==> config.mk <==
export PLATFORM = sky130hd
export DESIGN_NAME = msx_slot_io_bridge
export DESIGN_NICKNAME = d
export VERILOG_FILES = /design/src/rtl/msx_slot_pkg.sv /design/src/rtl/msx_sync2.sv /design/src/rtl/msx_slot_io_bridge.sv
export SDC_FILE = /design/constraint.sdc
export NUM_CORES = 1
export LEC_CHECK = 0
export CORE_MARGIN = 5
export CORE_UTILIZATION = 35
export DETAILED_ROUTE_END_ITERATION = 6
export MAX_ROUTING_LAYER = met4
export PLACE_DENSITY = 0.68
export RECOVER_POWER = 100
export SYNTH_ARGS = -nofsm -noshare
export SYNTH_HDL_FRONTEND = slang
export SYNTH_HIERARCHICAL = 1
export SYNTH_SLANG_ARGS = --single-unit
==> constraint.sdc <==
create_clock -name clk -period 1.8 [get_ports clk]
set_input_delay 0.18 -clock clk [delete_from_list [all_inputs] [get_ports clk]]
set_output_delay 0.18 -clock clk [all_outputs]
set_load 0.02 [all_outputs]
==> src/rtl/msx_slot_pkg.sv <==
// Shared definitions for the MSX slot I/O bridge: FSM state encoding,
// I/O port offsets within the decoded four-port window, and a decode helper.
package msx_slot_pkg;

    // FSM state encoding
    typedef logic [1:0] state_t;
    localparam state_t ST_IDLE   = 2'd0;
    localparam state_t ST_REQ    = 2'd1;
    localparam state_t ST_RDWAIT = 2'd2;
    localparam state_t ST_HOLD   = 2'd3;

    // Port offsets inside the four-port window (slot_a[1:0])
    localparam logic [1:0] PORT_VRAM_DATA = 2'd0;
    localparam logic [1:0] PORT_CONTROL   = 2'd1;
    localparam logic [1:0] PORT_PALETTE   = 2'd2;
    localparam logic [1:0] PORT_INDIRECT  = 2'd3;

    // True when an address falls into the four-port window starting at base
    function automatic logic port_match(input logic [7:0] addr, input logic [7:0] base);
        return addr[7:2] == base[7:2];
    endfunction

endpackage

==> src/rtl/msx_sync2.sv <==
// Two-flop synchroniser for an active-low asynchronous strobe.
// Resets to 1 so the strobe reads as inactive while the block is in reset.
module msx_sync2 (
    input  logic clk,
    input  logic reset_n,
    input  logic d,
    output logic q
);

    logic meta_reg;
    logic sync_reg;

    // Two-stage capture of the asynchronous input
    always_ff @(posedge clk or negedge reset_n) begin
        if (!reset_n) begin
            meta_reg <= 1'b1;
            sync_reg <= 1'b1;
        end else begin
            meta_reg <= d;
            sync_reg <= meta_reg;
        end
    end

    assign q = sync_reg;

endmodule

==> src/rtl/msx_slot_io_bridge.sv <==
// MSX cartridge-slot I/O bridge: decodes four I/O ports at IO_BASE,
// turns each host IN/OUT into a single valid/ready request to the VDP core
// and returns read data to the slot.
// Build option: define MSX_SLOT_WAIT_EN to stall the host with slot_wait for
// the duration of each access; otherwise slot_wait only follows init_busy
// and accesses arriving while busy are dropped with an overrun pulse.
module msx_slot_io_bridge
    import msx_slot_pkg::*;
#(
    parameter logic [7:0] IO_BASE = 8'h88
) (
    input  logic       clk,
    input  logic       reset_n,
    input  logic [7:0] slot_a,
    input  logic       slot_iorq_n,
    input  logic       slot_rd_n,
    input  logic       slot_wr_n,
    input  logic [7:0] slot_d_in,
    output logic [7:0] slot_d_out,
    output logic       slot_data_dir,
    output logic       slot_wait,
    input  logic       init_busy,
    output logic [1:0] bus_address,
    output logic       bus_write,
    output logic [7:0] bus_wdata,
    output logic       bus_valid,
    input  logic       bus_ready,
    input  logic [7:0] bus_rdata,
    input  logic       bus_rdata_en,
    output logic       overrun
);

    // ---------------------------------------------------------------
    // Strobe synchronisation: [2]=iorq_n, [1]=rd_n, [0]=wr_n
    // ---------------------------------------------------------------
    logic [2:0] strobe_raw;
    logic [2:0] strobe_sync;

    assign strobe_raw = {slot_iorq_n, slot_rd_n, slot_wr_n};

    generate
        for (genvar gi = 0; gi < 3; gi++) begin : g_sync
            msx_sync2 u_sync (
                .clk     (clk),
                .reset_n (reset_n),
                .d       (strobe_raw[gi]),
                .q       (strobe_sync[gi])
            );
        end
    endgenerate

    logic iorq_s_n;
    logic rd_s_n;
    logic wr_s_n;

    assign iorq_s_n = strobe_sync[2];
    assign rd_s_n   = strobe_sync[1];
    assign wr_s_n   = strobe_sync[0];

    // ---------------------------------------------------------------
    // Access detection and decode
    // ---------------------------------------------------------------
    state_t     state_reg, state_next;
    logic       cond_prev_reg;
    logic       access_cond;
    logic       access_detect;
    logic       access_hit;
    logic       accept;
    logic       drop;

    // Rising edge of "I/O cycle in progress", qualified by the port window
    always_comb begin
        access_cond   = !iorq_s_n && (!rd_s_n || !wr_s_n);
        access_detect = access_cond && !cond_prev_reg;
        access_hit    = access_detect && port_match(slot_a, IO_BASE);
        accept        = access_hit && (state_reg == ST_IDLE);
        drop          = access_hit && (state_reg != ST_IDLE);
    end

    // Remember last cycle's access condition for edge detection
    always_ff @(posedge clk or negedge reset_n) begin
        if (!reset_n) begin
            cond_prev_reg <= 1'b0;
        end else begin
            cond_prev_reg <= access_cond;
        end
    end

    // ---------------------------------------------------------------
    // Request FSM
    // ---------------------------------------------------------------
    logic       valid_reg, valid_next;
    logic       write_reg, write_next;
    logic [1:0] addr_reg, addr_next;
    logic [7:0] wdata_reg, wdata_next;
    logic [7:0] dout_reg, dout_next;
    logic       dir_reg, dir_next;
    logic       overrun_reg, overrun_next;

    // Next-state and output-register computation
    always_comb begin
        state_next   = state_reg;
        valid_next   = valid_reg;
        write_next   = write_reg;
        addr_next    = addr_reg;
        wdata_next   = wdata_reg;
        dout_next    = dout_reg;
        dir_next     = dir_reg;
        overrun_next = drop;

        case (state_reg)
            ST_IDLE: begin
                if (accept) begin
                    state_next = ST_REQ;
                    valid_next = 1'b1;
                    addr_next  = slot_a[1:0];
                    // A write strobe wins when both strobes are low
                    write_next = !wr_s_n;
                    wdata_next = slot_d_in;
                end
            end
            ST_REQ: begin
                if (bus_ready) begin
                    valid_next = 1'b0;
                    if (write_reg) begin
                        state_next = ST_HOLD;
                    end else if (bus_rdata_en) begin
                        // Zero-latency read return alongside the accept
                        dout_next  = bus_rdata;
                        dir_next   = 1'b1;
                        state_next = ST_HOLD;
                    end else begin
                        state_next = ST_RDWAIT;
                    end
                end
            end
            ST_RDWAIT: begin
                if (bus_rdata_en) begin
                    dout_next  = bus_rdata;
                    dir_next   = 1'b1;
                    state_next = ST_HOLD;
                end
            end
            ST_HOLD: begin
                // Keep driving read data until the host ends the I/O cycle
                if (iorq_s_n) begin
                    dir_next   = 1'b0;
                    state_next = ST_IDLE;
                end
            end
            default: begin
                state_next = ST_IDLE;
                valid_next = 1'b0;
                dir_next   = 1'b0;
            end
        endcase
    end

    // State and output registers
    always_ff @(posedge clk or negedge reset_n) begin
        if (!reset_n) begin
            state_reg   <= ST_IDLE;
            valid_reg   <= 1'b0;
            write_reg   <= 1'b0;
            addr_reg    <= 2'd0;
            wdata_reg   <= 8'd0;
            dout_reg    <= 8'd0;
            dir_reg     <= 1'b0;
            overrun_reg <= 1'b0;
        end else begin
            state_reg   <= state_next;
            valid_reg   <= valid_next;
            write_reg   <= write_next;
            addr_reg    <= addr_next;
            wdata_reg   <= wdata_next;
            dout_reg    <= dout_next;
            dir_reg     <= dir_next;
            overrun_reg <= overrun_next;
        end
    end

    assign bus_valid     = valid_reg;
    assign bus_write     = write_reg;
    assign bus_address   = addr_reg;
    assign bus_wdata     = wdata_reg;
    assign slot_d_out    = dout_reg;
    assign slot_data_dir = dir_reg;
    assign overrun       = overrun_reg;

    // ---------------------------------------------------------------
    // Host wait request
    // ---------------------------------------------------------------
`ifdef MSX_SLOT_WAIT_EN
    // Stall from the accept cycle until the write is taken or read data lands
    assign slot_wait = init_busy || accept ||
                       (state_reg == ST_REQ) || (state_reg == ST_RDWAIT);
`else
    assign slot_wait = init_busy;
`endif

endmodule

==> run_results.csv <==
group,metric,value,unit
pwr,switching_share,32.94,%
sta,max_freq,597.5,MHz
synth,yosysSeqAreaShare,60.37,%
layout,layout_common_cells,"26 x clkdlybuf4s50_1, 26 x dlygate4sd3_1, 25 x dfrtp_1, 10 x mux2_1, 9 x mux2_2",
global_routing,grt_pass1_wl,4761,µm
critical_path,worst_path_largest_cell_delay,0.41,ns
global_routing,use_met3,4.261,%
critical_path,crit_type,"reg -> reg",
place,hpwlAfterDp,2158,µm
clock_tree,clock-root-buffer,"clkbuf_8",
clock_tree,clock_sinks,31,
critical_path,cp.required,1.96,ns
layout,nets,184,
critical_path,cpLargestDelayFamily,"multiplexers",
clock_tree,post_cts_buffers,0,
pwr,pwr-share-comb,38.4,%
clock_tree,clock_latency,0.28,ns
pwr,switchingPower,812.3,µW
drt,vias,927,
synth,yosys_warnings,6,
drt,viasPerCell,4.706,
global_routing,grt_max_degree,32,
synth,syn_inst,86,
global_routing,gr-usage-met2,20.60,%
critical_path,critPathArrivalTime,1.83,ns
sta,tightest_slew,0.7423,ns
critical_path,cp_num_buf_inv,1,
status,status,"finished clean",
synth,yosys.area.top_type_share,48.22,%
drt,dr.first_iter.drc_count,65,
flow_run,cap_viol_max_count,0,
place,gp_congestion,0.7993,
drt,firstDrtPassIters,4,
global_routing,track_usage,12.83,%
sta,fin_crit,1.674,ns
global_routing,grt-ovfl-total,0,
synth,avgSynthCellArea,15.09,µm²
pwr,power,2.466,mW
sta,report.final.slew_viol_count,0,
sta,hold_viol,0,
pwr,p_clk_share,22.7,%
global_routing,grt_pass1_vias,1059,
floorplan,die_area,5025,µm²
drt,finalWirelength,2846,µm
floorplan,rows,22,
synth,yosys_register_bits,31,
floorplan,start_util,35.71,%
floorplan,fp.coreArea,3633,µm²
sta,slew_headroom,50.51,%
synth,yosysTopAreaCell,"dfrtp_1",
drt,wl_per_cell,14.45,µm
critical_path,crit_fanout,8,
global_routing,use_met1,14.02,%
sta,setup_viol,0,
clock_tree,cts_max_level,2,
critical_path,crit_path_start_kind,"flip-flop",
synth,synth.distinct_cells,25,
critical_path,worstPathCellList,"inv_1 -> ha_1 -> mux2i_1 -> nand2_2 -> mux2_1",
synth,syn_nets,122,
drt,ant_nets,0,
floorplan,die_h,70.89,µm
sta,finalCritPeriodShare,92.98,%
critical_path,cp_slowest_cell,"dfrtp_1",
clock_tree,cts_buffers,5,
layout,n_antenna_cell,0,
place,io_buffers,52,
sta,fin_worst_skew,0.008301,ns
floorplan,ios,55,
critical_path,end_kind,"flip-flop",
sta,rsz0062_at_grt,"false",
layout,area_growth_syn_to_layout,51.30,%
floorplan,die_w,70.89,µm
clock_tree,path_clk_slew,0.07,ns
pwr,peakVddDrop,0.0005632,V
global_routing,antenna_found_initial,0,
layout,drive_gt1_share,20.13,%
pwr,powerDensity,1256,nW/µm²
synth,synthTopCellsByArea,"dfrtp_1 48%, dfstp_2 12%, mux2_4 8.1%",
pwr,leakagePower,0.9207,nW
synth,syn_area,1297,µm²
pwr,p_int,1.654,mW
min_path,hp-class,"reg -> reg",
clock_tree,cts_buffer_depth,2,
pwr,pwr-share-seq,38.9,%
global_routing,busiest_layer,"met2",
layout,fin_util,54.03,%
drt,remaining_drc_errors,0,
clock_tree,cts_tree,"built",
==> area by class of cell <==
cell class / instances / area, µm²
repair buffers: 57 / 564.3
fillers: 334 / 1670
well taps: 48 / 60.06
multi-input cells: 47 / 441.7
inverters: 6 / 22.52
clock buffers: 7 / 86.33
flip-flops and latches: 31 / 783.3
clock inverters: 1 / 5.005
==> layer usage <==
metal	up-vias	share of wire, %
li1	419	-
met1	456	40
met2	47	52
met3	5	6.1
met4	0	2.4
met5	-	0
==> what timing repair did <==
action,4_1_cts,5_1_grt
resized for setup,0,1
hold buffers,0,0
endpoints found under the setup margin,0,8
==> power by group through the flow <==
stage          logic (mW)  clock network (mW)  registers, mW
2_1_floorplan       0.398                   0           1.12
3_3_place_gp        0.986                   0          0.965
3_5_place_dp         1.01                   0          0.978
4_1_cts              1.02               0.580          0.970
5_1_grt              1.02               0.605          0.986
6_report            0.946               0.560          0.960
==> metrics by stage <==
step | setup WS (ns) | hold slack, ns | TNS, ns | instance area [µm²] | std cells
global route | 0.01991 | 0.3600 | 0 | 1963 | 197
CTS | 0.01445 | 0.2945 | 0 | 2004 | 197
detailed placement | -0.06938 | 0.3475 | -0.2840 | 1913 | 189
finish | 0.1264 | 0.3551 | 0 | 1963 | 197
floorplan | 0.2262 | -0.1156 | 0 | 1297 | 86
global placement | -0.01021 | 0.3464 | -0.01021 | 1913 | 189
==> cells in the mapped netlist, drive strengths merged <==
library cell,count
nor3b,1
buf,2
o21ai,2
mux2i,2
a221oi,1
nor3,1
a21oi,3
nand4,1
ha,4
o2bb2ai,1
dfstp,6
nand2b,1
nand3,1
nor2,3
o22ai,1
nand2,3
a21o,1
nor4b,1
dfrtp,25
mux2,19
a21boi,1
inv,6
==> worst paths after layout <==
path | from | endpoint | slack (ns) | cells after the start
worst max-delay path | state_reg[1]$_DFFE_PN0P_ | slot_d_out[1]$_DFFE_PN0P_ | 0.13 | 5
worst min-delay path | g_sync[0].u_sync/meta_reg$_DFF_PN1_ | g_sync[0].u_sync/q$_DFF_PN1_ | 0.36 | 0
worst max register to register | state_reg[1]$_DFFE_PN0P_ | slot_d_out[1]$_DFFE_PN0P_ | 0.13 | 5
worst min register to register | g_sync[0].u_sync/meta_reg$_DFF_PN1_ | g_sync[0].u_sync/q$_DFF_PN1_ | 0.36 | 0
max in group asynchronous | reset_n | slot_d_out[3]$_DFFE_PN0P_ | 0.83 | 2
min in group asynchronous | reset_n | cond_prev_reg$_DFF_PN0_ | 0.49 | 2
==> worst reg2reg max path, cell delays in order, from the launching register on <==
cell and delay [ns]:
dfrtp_1 0.41, inv_1 0.09, ha_1 0.23, mux2i_1 0.26
nand2_2 0.20, mux2_1 0.36
==> kinds of logic (layout without fill, tap and decap cells) <==
kind of cell / Yosys count / after routing / synth area share [%]
adders and majority gates: 4 / 4 / 3.857
AOI/OAI and AO/OA: 10 / 10 / 5.690
DFF: 31 / 31 / 60.37
muxes: 21 / 21 / 20.06
and+or+nand+nor: 12 / 12 / 7.135
buffers and inverters: 8 / 71 / 2.892
(Power assumes the default switching activity.)
